--- src/rtl/serial_crc_accum_pkg.sv ---
// Shared definitions for the bit-serial CRC accumulator.
// Holds the FSM state encoding and the default CRC-8 configuration.
package serial_crc_accum_pkg;

    localparam int unsigned DEF_WIDTH     = 8;
    localparam int unsigned DEF_FRAME_LEN = 16;
    localparam logic [7:0]  DEF_POLY      = 8'h07;
    localparam logic [7:0]  DEF_INIT      = 8'h00;

    typedef enum logic [1:0] {
        ST_IDLE  = 2'd0,
        ST_SHIFT = 2'd1,
        ST_DONE  = 2'd2
    } state_t;

    // Width of a counter able to hold the values 0..n inclusive.
    function automatic int unsigned cnt_width(input int unsigned n);
        return $clog2(n + 1);
    endfunction

endpackage

--- src/rtl/serial_crc_accum_if.sv ---
// Serial bit stream in, CRC result out.
//   start_in      frame start request
//   bit_in        serial data bit, MSB-first
//   bit_valid_in  bit_in valid this cycle
//   bit_ready_out accumulator accepts a bit this cycle
//   busy_out      frame in progress
//   crc_out       current/final CRC register value
//   crc_valid_out one-cycle pulse marking the final frame CRC
interface serial_crc_accum_if #(
    parameter int unsigned WIDTH = 8
) ();
    logic             start_in;
    logic             bit_in;
    logic             bit_valid_in;
    logic             bit_ready_out;
    logic             busy_out;
    logic [WIDTH-1:0] crc_out;
    logic             crc_valid_out;

    // Stream source / result consumer side.
    modport master (
        output start_in, bit_in, bit_valid_in,
        input  bit_ready_out, busy_out, crc_out, crc_valid_out
    );

    // Accumulator side.
    modport slave (
        input  start_in, bit_in, bit_valid_in,
        output bit_ready_out, busy_out, crc_out, crc_valid_out
    );
endinterface

--- src/rtl/serial_crc_accum_crc_lfsr_step.sv ---
// One combinational LFSR step of a Galois-form CRC: folds one data bit
// into the CRC register. Feedback taps are built from XOR cells.
//   crc_in     : current CRC register
//   bit_in     : incoming data bit
//   crc_next_c : CRC after absorbing bit_in (combinational)
module serial_crc_accum_crc_lfsr_step #(
    parameter int unsigned      WIDTH = 8,
    parameter logic [WIDTH-1:0] POLY  = 8'h07
) (
    input  logic [WIDTH-1:0] crc_in,
    input  logic             bit_in,
    output logic [WIDTH-1:0] crc_next_c
);
    logic             fb;
    logic [WIDTH-1:0] shifted;

    assign shifted = {crc_in[WIDTH-2:0], 1'b0};

    xor2_cell u_fb (
        .a (crc_in[WIDTH-1]),
        .b (bit_in),
        .y (fb)
    );

    // Only positions with a set polynomial bit get a feedback XOR cell.
    for (genvar i = 0; i < WIDTH; i++) begin : g_tap
        if (POLY[i]) begin : g_xor
            xor2_cell u_tap (
                .a (shifted[i]),
                .b (fb),
                .y (crc_next_c[i])
            );
        end else begin : g_pass
            assign crc_next_c[i] = shifted[i];
        end
    end
endmodule

--- src/rtl/xor2_cell.sv ---
// Two-input XOR library cell.
//   a, b : inputs
//   y    : a ^ b
module xor2_cell (
    input  logic a,
    input  logic b,
    output logic y
);
    assign y = a ^ b;
endmodule

--- src/rtl/serial_crc_accum.sv ---
// Bit-serial CRC accumulator. Accepts FRAME_LEN bits per frame through a
// valid/ready handshake, then pulses crc_valid_out for one cycle with the
// final CRC on crc_out.
//   clk_in : clock, rising edge
//   rst_in : synchronous active-high reset
//   bus    : stream/result interface (slave side)
module serial_crc_accum
    import serial_crc_accum_pkg::*;
#(
    parameter int unsigned      WIDTH     = DEF_WIDTH,
    parameter logic [WIDTH-1:0] POLY      = DEF_POLY,
    parameter logic [WIDTH-1:0] INIT      = DEF_INIT,
    parameter int unsigned      FRAME_LEN = DEF_FRAME_LEN
) (
    input  logic              clk_in,
    input  logic              rst_in,
    serial_crc_accum_if.slave bus
);
    localparam int unsigned        CNT_W    = cnt_width(FRAME_LEN);
    localparam logic [CNT_W-1:0]   CNT_LAST = CNT_W'(FRAME_LEN - 1);

    state_t           state_q, state_d;
    logic [WIDTH-1:0] crc_q, crc_d;
    logic [CNT_W-1:0] cnt_q, cnt_d;
    logic             ready_q, busy_q, valid_q;
    logic [WIDTH-1:0] crc_next_c;
    logic             accept_c;

    serial_crc_accum_crc_lfsr_step #(
        .WIDTH (WIDTH),
        .POLY  (POLY)
    ) u_step (
        .crc_in     (crc_q),
        .bit_in     (bus.bit_in),
        .crc_next_c (crc_next_c)
    );

    // ready_q is high exactly while in SHIFT.
    assign accept_c = ready_q && bus.bit_valid_in;

    // Next-state, CRC and counter logic.
    always_comb begin
        state_d = state_q;
        crc_d   = crc_q;
        cnt_d   = cnt_q;
        case (state_q)
            ST_IDLE: begin
                if (bus.start_in) begin
                    crc_d   = INIT;
                    cnt_d   = '0;
                    state_d = ST_SHIFT;
                end
            end
            ST_SHIFT: begin
                if (accept_c) begin
                    crc_d = crc_next_c;
                    cnt_d = cnt_q + CNT_W'(1);
                    if (cnt_q == CNT_LAST) begin
                        state_d = ST_DONE;
                    end
                end
            end
            ST_DONE: begin
                state_d = ST_IDLE;
            end
            default: begin
                state_d = ST_IDLE;
            end
        endcase
    end

    // State and registered outputs; flags are decoded from the next state.
    always_ff @(posedge clk_in) begin
        if (rst_in) begin
            state_q <= ST_IDLE;
            crc_q   <= INIT;
            cnt_q   <= '0;
            ready_q <= 1'b0;
            busy_q  <= 1'b0;
            valid_q <= 1'b0;
        end else begin
            state_q <= state_d;
            crc_q   <= crc_d;
            cnt_q   <= cnt_d;
            ready_q <= (state_d == ST_SHIFT);
            busy_q  <= (state_d != ST_IDLE);
            valid_q <= (state_d == ST_DONE);
        end
    end

    assign bus.bit_ready_out = ready_q;
    assign bus.busy_out      = busy_q;
    assign bus.crc_out       = crc_q;
    assign bus.crc_valid_out = valid_q;
endmodule

--- src/flat_wrapper.sv ---
// flat-port wrapper written by rule: the top's interface ports become plain ports
module serial_crc_accum_flat import serial_crc_accum_pkg::*;
#(
    parameter int unsigned      WIDTH     = DEF_WIDTH,
    parameter logic [WIDTH-1:0] POLY      = DEF_POLY,
    parameter logic [WIDTH-1:0] INIT      = DEF_INIT,
    parameter int unsigned      FRAME_LEN = DEF_FRAME_LEN
)
  (clk_in, rst_in, bus_start_in, bus_bit_in, bus_bit_valid_in, bus_bit_ready_out, bus_busy_out, bus_crc_out, bus_crc_valid_out);
  serial_crc_accum_if #(.WIDTH(WIDTH)) bus_i ();
  input  logic clk_in;
  input  logic rst_in;
  input wire logic [$bits(bus_i.start_in)-1:0] bus_start_in;
  input wire logic [$bits(bus_i.bit_in)-1:0] bus_bit_in;
  input wire logic [$bits(bus_i.bit_valid_in)-1:0] bus_bit_valid_in;
  output wire logic [$bits(bus_i.bit_ready_out)-1:0] bus_bit_ready_out;
  output wire logic [$bits(bus_i.busy_out)-1:0] bus_busy_out;
  output wire logic [$bits(bus_i.crc_out)-1:0] bus_crc_out;
  output wire logic [$bits(bus_i.crc_valid_out)-1:0] bus_crc_valid_out;
  assign bus_i.start_in = bus_start_in;
  assign bus_i.bit_in = bus_bit_in;
  assign bus_i.bit_valid_in = bus_bit_valid_in;
  assign bus_bit_ready_out = bus_i.bit_ready_out;
  assign bus_busy_out = bus_i.busy_out;
  assign bus_crc_out = bus_i.crc_out;
  assign bus_crc_valid_out = bus_i.crc_valid_out;
  serial_crc_accum #(.WIDTH(WIDTH), .POLY(POLY), .INIT(INIT), .FRAME_LEN(FRAME_LEN)) u_core (.clk_in(clk_in), .rst_in(rst_in), .bus(bus_i));
endmodule
--- config.mk ---
export PLATFORM = sky130hd
export DESIGN_NAME = serial_crc_accum_flat
export DESIGN_NICKNAME = d
export VERILOG_FILES = /design/src/rtl/serial_crc_accum_pkg.sv /design/src/rtl/serial_crc_accum_if.sv /design/src/rtl/serial_crc_accum_crc_lfsr_step.sv /design/src/rtl/xor2_cell.sv /design/src/rtl/serial_crc_accum.sv /design/src/flat_wrapper.sv
export SDC_FILE = /design/constraint.sdc
export NUM_CORES = 1
export LEC_CHECK = 0
export ABC_AREA = 1
export CORE_UTILIZATION = 50
export CTS_CLUSTER_DIAMETER = 30
export CTS_CLUSTER_SIZE = 40
export DETAILED_ROUTE_END_ITERATION = 10
export PLACE_DENSITY = 0.76
export RECOVER_POWER = 100
export SYNTH_ARGS = -nofsm -noshare
export SYNTH_HDL_FRONTEND = slang
export SYNTH_HIERARCHICAL = 1
export SYNTH_SLANG_ARGS = --single-unit
--- constraint.sdc ---
create_clock -name clk_in -period 1.6 [get_ports clk_in]
set_input_delay 0.32 -clock clk_in [delete_from_list [all_inputs] [get_ports clk_in]]
set_output_delay 0.32 -clock clk_in [all_outputs]
set_load 0.02 [all_outputs]
# Yosys cells after proc, flatten, opt, wreduce, memory -nomap -nowiden
# Cells that the tools add are included.
# totals
register_bits	18
ramBits	0
memories	0
latchBits	0
out_inout_bits	11
rom_bits	0
in_bits	5
# classes
add_sub_neg	1
n_mux	10
n_reduce_logical	5
magnitude_cmp	0
n_bitwise	3
div_mod_pow	0
eq_ne	6
shifts	0
n_mul	0
# ops
op	n
$mux 8	2
$pmux 8 s2	1
$mux 5	2
$pmux 5 s2	1
$mux 2	3
$add 5x1->5 const B	1
$eq 5x4->1 const B	1
$eq 2x1->1 const B	2
$pmux 2 s2	1
$reduce_bool 2->1	2
$reduce_and 3->1	1
$xor 1x1->1	3
$eq 2x2->1 const B	1
$logic_not 2->1	1
$ne 2x1->1 const B	1
$ne 2x2->1 const B	1
$logic_and 1x1->1	1

# Logic depth before layout (Yosys ltp)
# depth
word_depth	5
ltp_mapped	9
ltp_nobuf	9

# Hierarchy
# Netlist, hierarchy kept.
# modules_own_cells
mod	cells_each	area_per_inst_um2	n_inst
serial_crc_accum	96	798.3	1
xor2_cell	5	18.8	4
serial_crc_accum_crc_lfsr_step	6	41.3	1

# Worst setup path after synthesis
# Ideal clock, no wire load.
# synth_timing
kind	flip-flop to flip-flop
start	register u_core.cnt_q[0]
end	register u_core.busy_q, in the netlist u_core/bus.busy_out
arrival_ns	1.057
path_buffers	0
t_required_ns	1.484
setup_ns	0.116
period_less_slack_ns	1.173
path_stages_with_launch	10
setup_slack_ns	0.427
path_cell_list	dfxtp_1 ha_1 nand2_1 nor2_1 ha_1 nand2_1 nand2_1 nand2_1 inv_1 a21oi_2
# synth_between
elab_chain_cells	5
# synth_rtl
item	line_no	text
from (decl)	serial_crc_accum.sv:24	logic [CNT_W-1:0] cnt_q, cnt_d;
from (signal assigned)	serial_crc_accum.sv:84	cnt_q <= cnt_d;
$eq 5x4->1	serial_crc_accum.sv:58	if (cnt_q == CNT_LAST) begin
$mux 2	serial_crc_accum.sv:58	
$mux 2	serial_crc_accum.sv:55	if (accept_c) begin
$pmux 2 s2	serial_crc_accum.sv:46	case (state_q)
$reduce_bool 2->1	serial_crc_accum.sv:86	busy_q <= (state_d != ST_IDLE);
to (signal assigned)	serial_crc_accum.sv:86	
to (decl)	serial_crc_accum.sv:25	logic ready_q, busy_q, valid_q;
# No other way between the ends.
# A chain may end at the register's enable or synchronous reset.

# Worst setup path after layout
# layout_timing
start	register u_core.ready_q, in the netlist u_core/bus.bit_ready_out
end	output port bus_bit_ready_out
# layout_rtl
item	line_no	text
from (decl)	serial_crc_accum.sv:25	
from (signal assigned)	serial_crc_accum.sv:85	ready_q <= (state_d == ST_SHIFT);
to (decl)	flat_wrapper.sv:16	output wire logic [$bits(bus_i.bit_ready_out)-1:0] bus_bit_ready_out;
# No word-level cell between the ends.

==> flow_summary.json <==
{
  "place_congestion": 0.806,
  "port_buffers": 15,
  "critical_path_depth": 1,
  "clk_pin_slew_worst_paths_ns": 0.10,
  "grt_first_pass_wirelength_um": 2630,
  "vias": 746,
  "wl_per_cell_um": 9.81,
  "ios": 16,
  "seq_area_um2": 360,
  "required_ns": 1.28,
  "grt_usage": 0.180,
  "outcome": "complete, no violations",
  "via_per_inst": 4.66,
  "final_cells": 160,
  "critical-path-top-delay-family": "buffers and inverters",
  "start_util": 0.530,
  "final_cell_mix": "23 x nor2_1, 21 x nand2_1, 18 x dfxtp_1",
  "reg2reg_depth": 6,
  "insertion_delay_ns": 0.29,
  "clock_skew_ns": 0.00246,
  "ant_nets": 0,
  "cts_max_path_buffers": 2,
  "dieArea_mm2": 0.00200,
  "cts_setup_buffers": 0,
  "power.density_mw_per_mm2": 927,
  "overflow": 0,
  "arrival_ns": 1.23,
  "final_common_cell": "nor2_1",
  "path_class": "flop to output port",
  "maxSlewViolCount": 0,
  "max_freq_mhz": 645,
  "hold_viol": 0,
  "p_leak_nw": 0.540,
  "chipWidth_um": 44.8,
  "path_cells": "clkdlybuf4s50_1",
  "cap_viol_max_count": 0,
  "syn-cell-area_um2": 915,
  "rsz0062_at_grt": "no",
  "dp.final_hpwl_um": 1160,
  "clk_root_buffer_cell": "clkbuf_4",
  "ir_worst_vdd_mv": 0.594,
  "num-nets-final": 143,
  "first_pass_iters": 4,
  "drc": 0,
  "coreArea_mm2": 0.00173,
  "htree_levels": 1,
  "syn_inst": 122,
  "dp_cells": 156,
  "crit_fanout": 2,
  "clock-sinks": 18,
  "num_rows": 15,
  "worst_path_largest_cell_delay_ns": 0.60,
  "cp-end-kind": "output port",
  "slowest_stage": "clkdlybuf4s50_1",
  "die_h_um": 44.8,
  "grt_antenna_before_repair": 0,
  "yosys_warnings": 6,
  "ys_types": 23,
  "whs_path_depth": 2,
  "drt_iter0_markers": 18,
  "synth_seq_area_share": 0.394,
  "grt_pass1_vias": 652,
  "multiInputGateArea_um2": 392,
  "drive_above_1_share": 0.0963,
  "wirelength_um": 1570,
  "antenna_cells": 0,
  "grt_max_degree": 16,
  "setup_viol": 0,
  "fillers": 177,
  "synth_seq_cells": 18,
  "crit_path_start_kind": "flop",
  "finalCriticalPeriod_ns": 1.55,
  "syn_area_per_cell_um2": 7.50,
  "cts_tree": "yes",
  "path_buf_inv": 1,
  "period_share": 0.969,
  "hold_class": "flop to flop",
  "p_total_mw": 0.973,
  "area_growth_pct": 14.8,
  "numCtsBuffers": 3
}
## power breakdown
group / internal (mW) / leakage [nW] / switching (mW)
sequential: 0.478 / 0.148 / 0.0211
combinational: 0.0813 / 0.371 / 0.116
clock: 0.139 / 0.0210 / 0.137
total: 0.698 / 0.540 / 0.275
## registers in the layout, indices dropped and copies added, names as in the netlist
signal and count:
u_core/bus.crc_valid_out 1, u_core/cnt_q 5, u_core/bus.bit_ready_out 1, u_core/bus.busy_out 1
u_core/state_q 2, u_core/bus.crc_out 8
## per-stage QoR
stage / util / hold slack (ns) / instance area [um2] / setup WS (ns) / TNS [ns]
finish: 0.608 / 0.524 / 1050 / 0.0501 / 0
global route: 0.608 / 0.541 / 1050 / 0.00249 / 0
detailed placement: 0.596 / 0.510 / 1030 / -0.0154 / -0.0347
global placement: 0.596 / 0.492 / 1030 / 0.0440 / 0
floorplan: - / 0.382 / 918 / 0.427 / 0
CTS: 0.612 / 0.524 / 1060 / 0.0292 / 0
## cell usage after synthesis
| master | n | area, um2 |
|---|---|---|
| inv_2 | 1 | 3.75 |
| conb_1 | 1 | 3.75 |
| buf_12 | 1 | 20.0 |
| nand2_4 | 1 | 11.3 |
| inv_1 | 17 | 63.8 |
| nand3_2 | 1 | 10.0 |
| o21ai_0 | 4 | 20.0 |
| buf_4 | 6 | 45.0 |
| nand2_2 | 1 | 6.26 |
| o21ai_2 | 1 | 8.76 |
| nand2_1 | 20 | 75.1 |
| a21oi_1 | 1 | 5.00 |
| dfxtp_1 | 18 | 360 |
| nor2_4 | 1 | 11.3 |
| o21ai_1 | 7 | 35.0 |
| nor2_1 | 23 | 86.3 |
| a22oi_1 | 9 | 67.6 |
| nand3_1 | 1 | 5.00 |
| buf_2 | 1 | 5.00 |
| buf_6 | 2 | 22.5 |
| ha_1 | 2 | 25.0 |
| and3_1 | 1 | 6.26 |
| a21oi_2 | 2 | 17.5 |
## final timing paths
| path | from | to | slack [ns] |
|---|---|---|---|
| worst min-delay path | u_core/cnt_q[3] | u_core/cnt_q[3] | 0.52 |
| worst max register to register | u_core/state_q[0] | u_core/cnt_q[4] | 0.23 |
| worst min register to register | u_core/cnt_q[3] | u_core/cnt_q[3] | 0.52 |
| worst max-delay path | u_core/bus.bit_ready_out | bus_bit_ready_out | 0.05 |
## layer usage
metal | GRT usage | routed length, um
met5 | 0 | 0
met4 | 0.109 | 12
met3 | 0.0360 | 31
met2 | 0.288 | 760
met1 | 0.224 | 765
## cell families after synthesis
logic type	synth area share
other cells	0.00410
compound gates	0.168
simple gates	0.231
fa+ha+maj	0.0274
flops	0.394
buf+inv	0.175
## cell type report
type	count	share of cell area
clock buffers	4	0.0346
flip-flops and latches	18	0.343
multi-input cells	77	0.373
inverters	18	0.0644
well taps	25	0.0298
repair buffers	18	0.155
## what timing repair did
item | 4_1_cts | 5_1_grt
endpoints found under the setup margin | 8 | 0
hold buffers | 0 | 0
resized for setup | 8 | 0
Note: power is estimated with default switching activity, not from simulation.
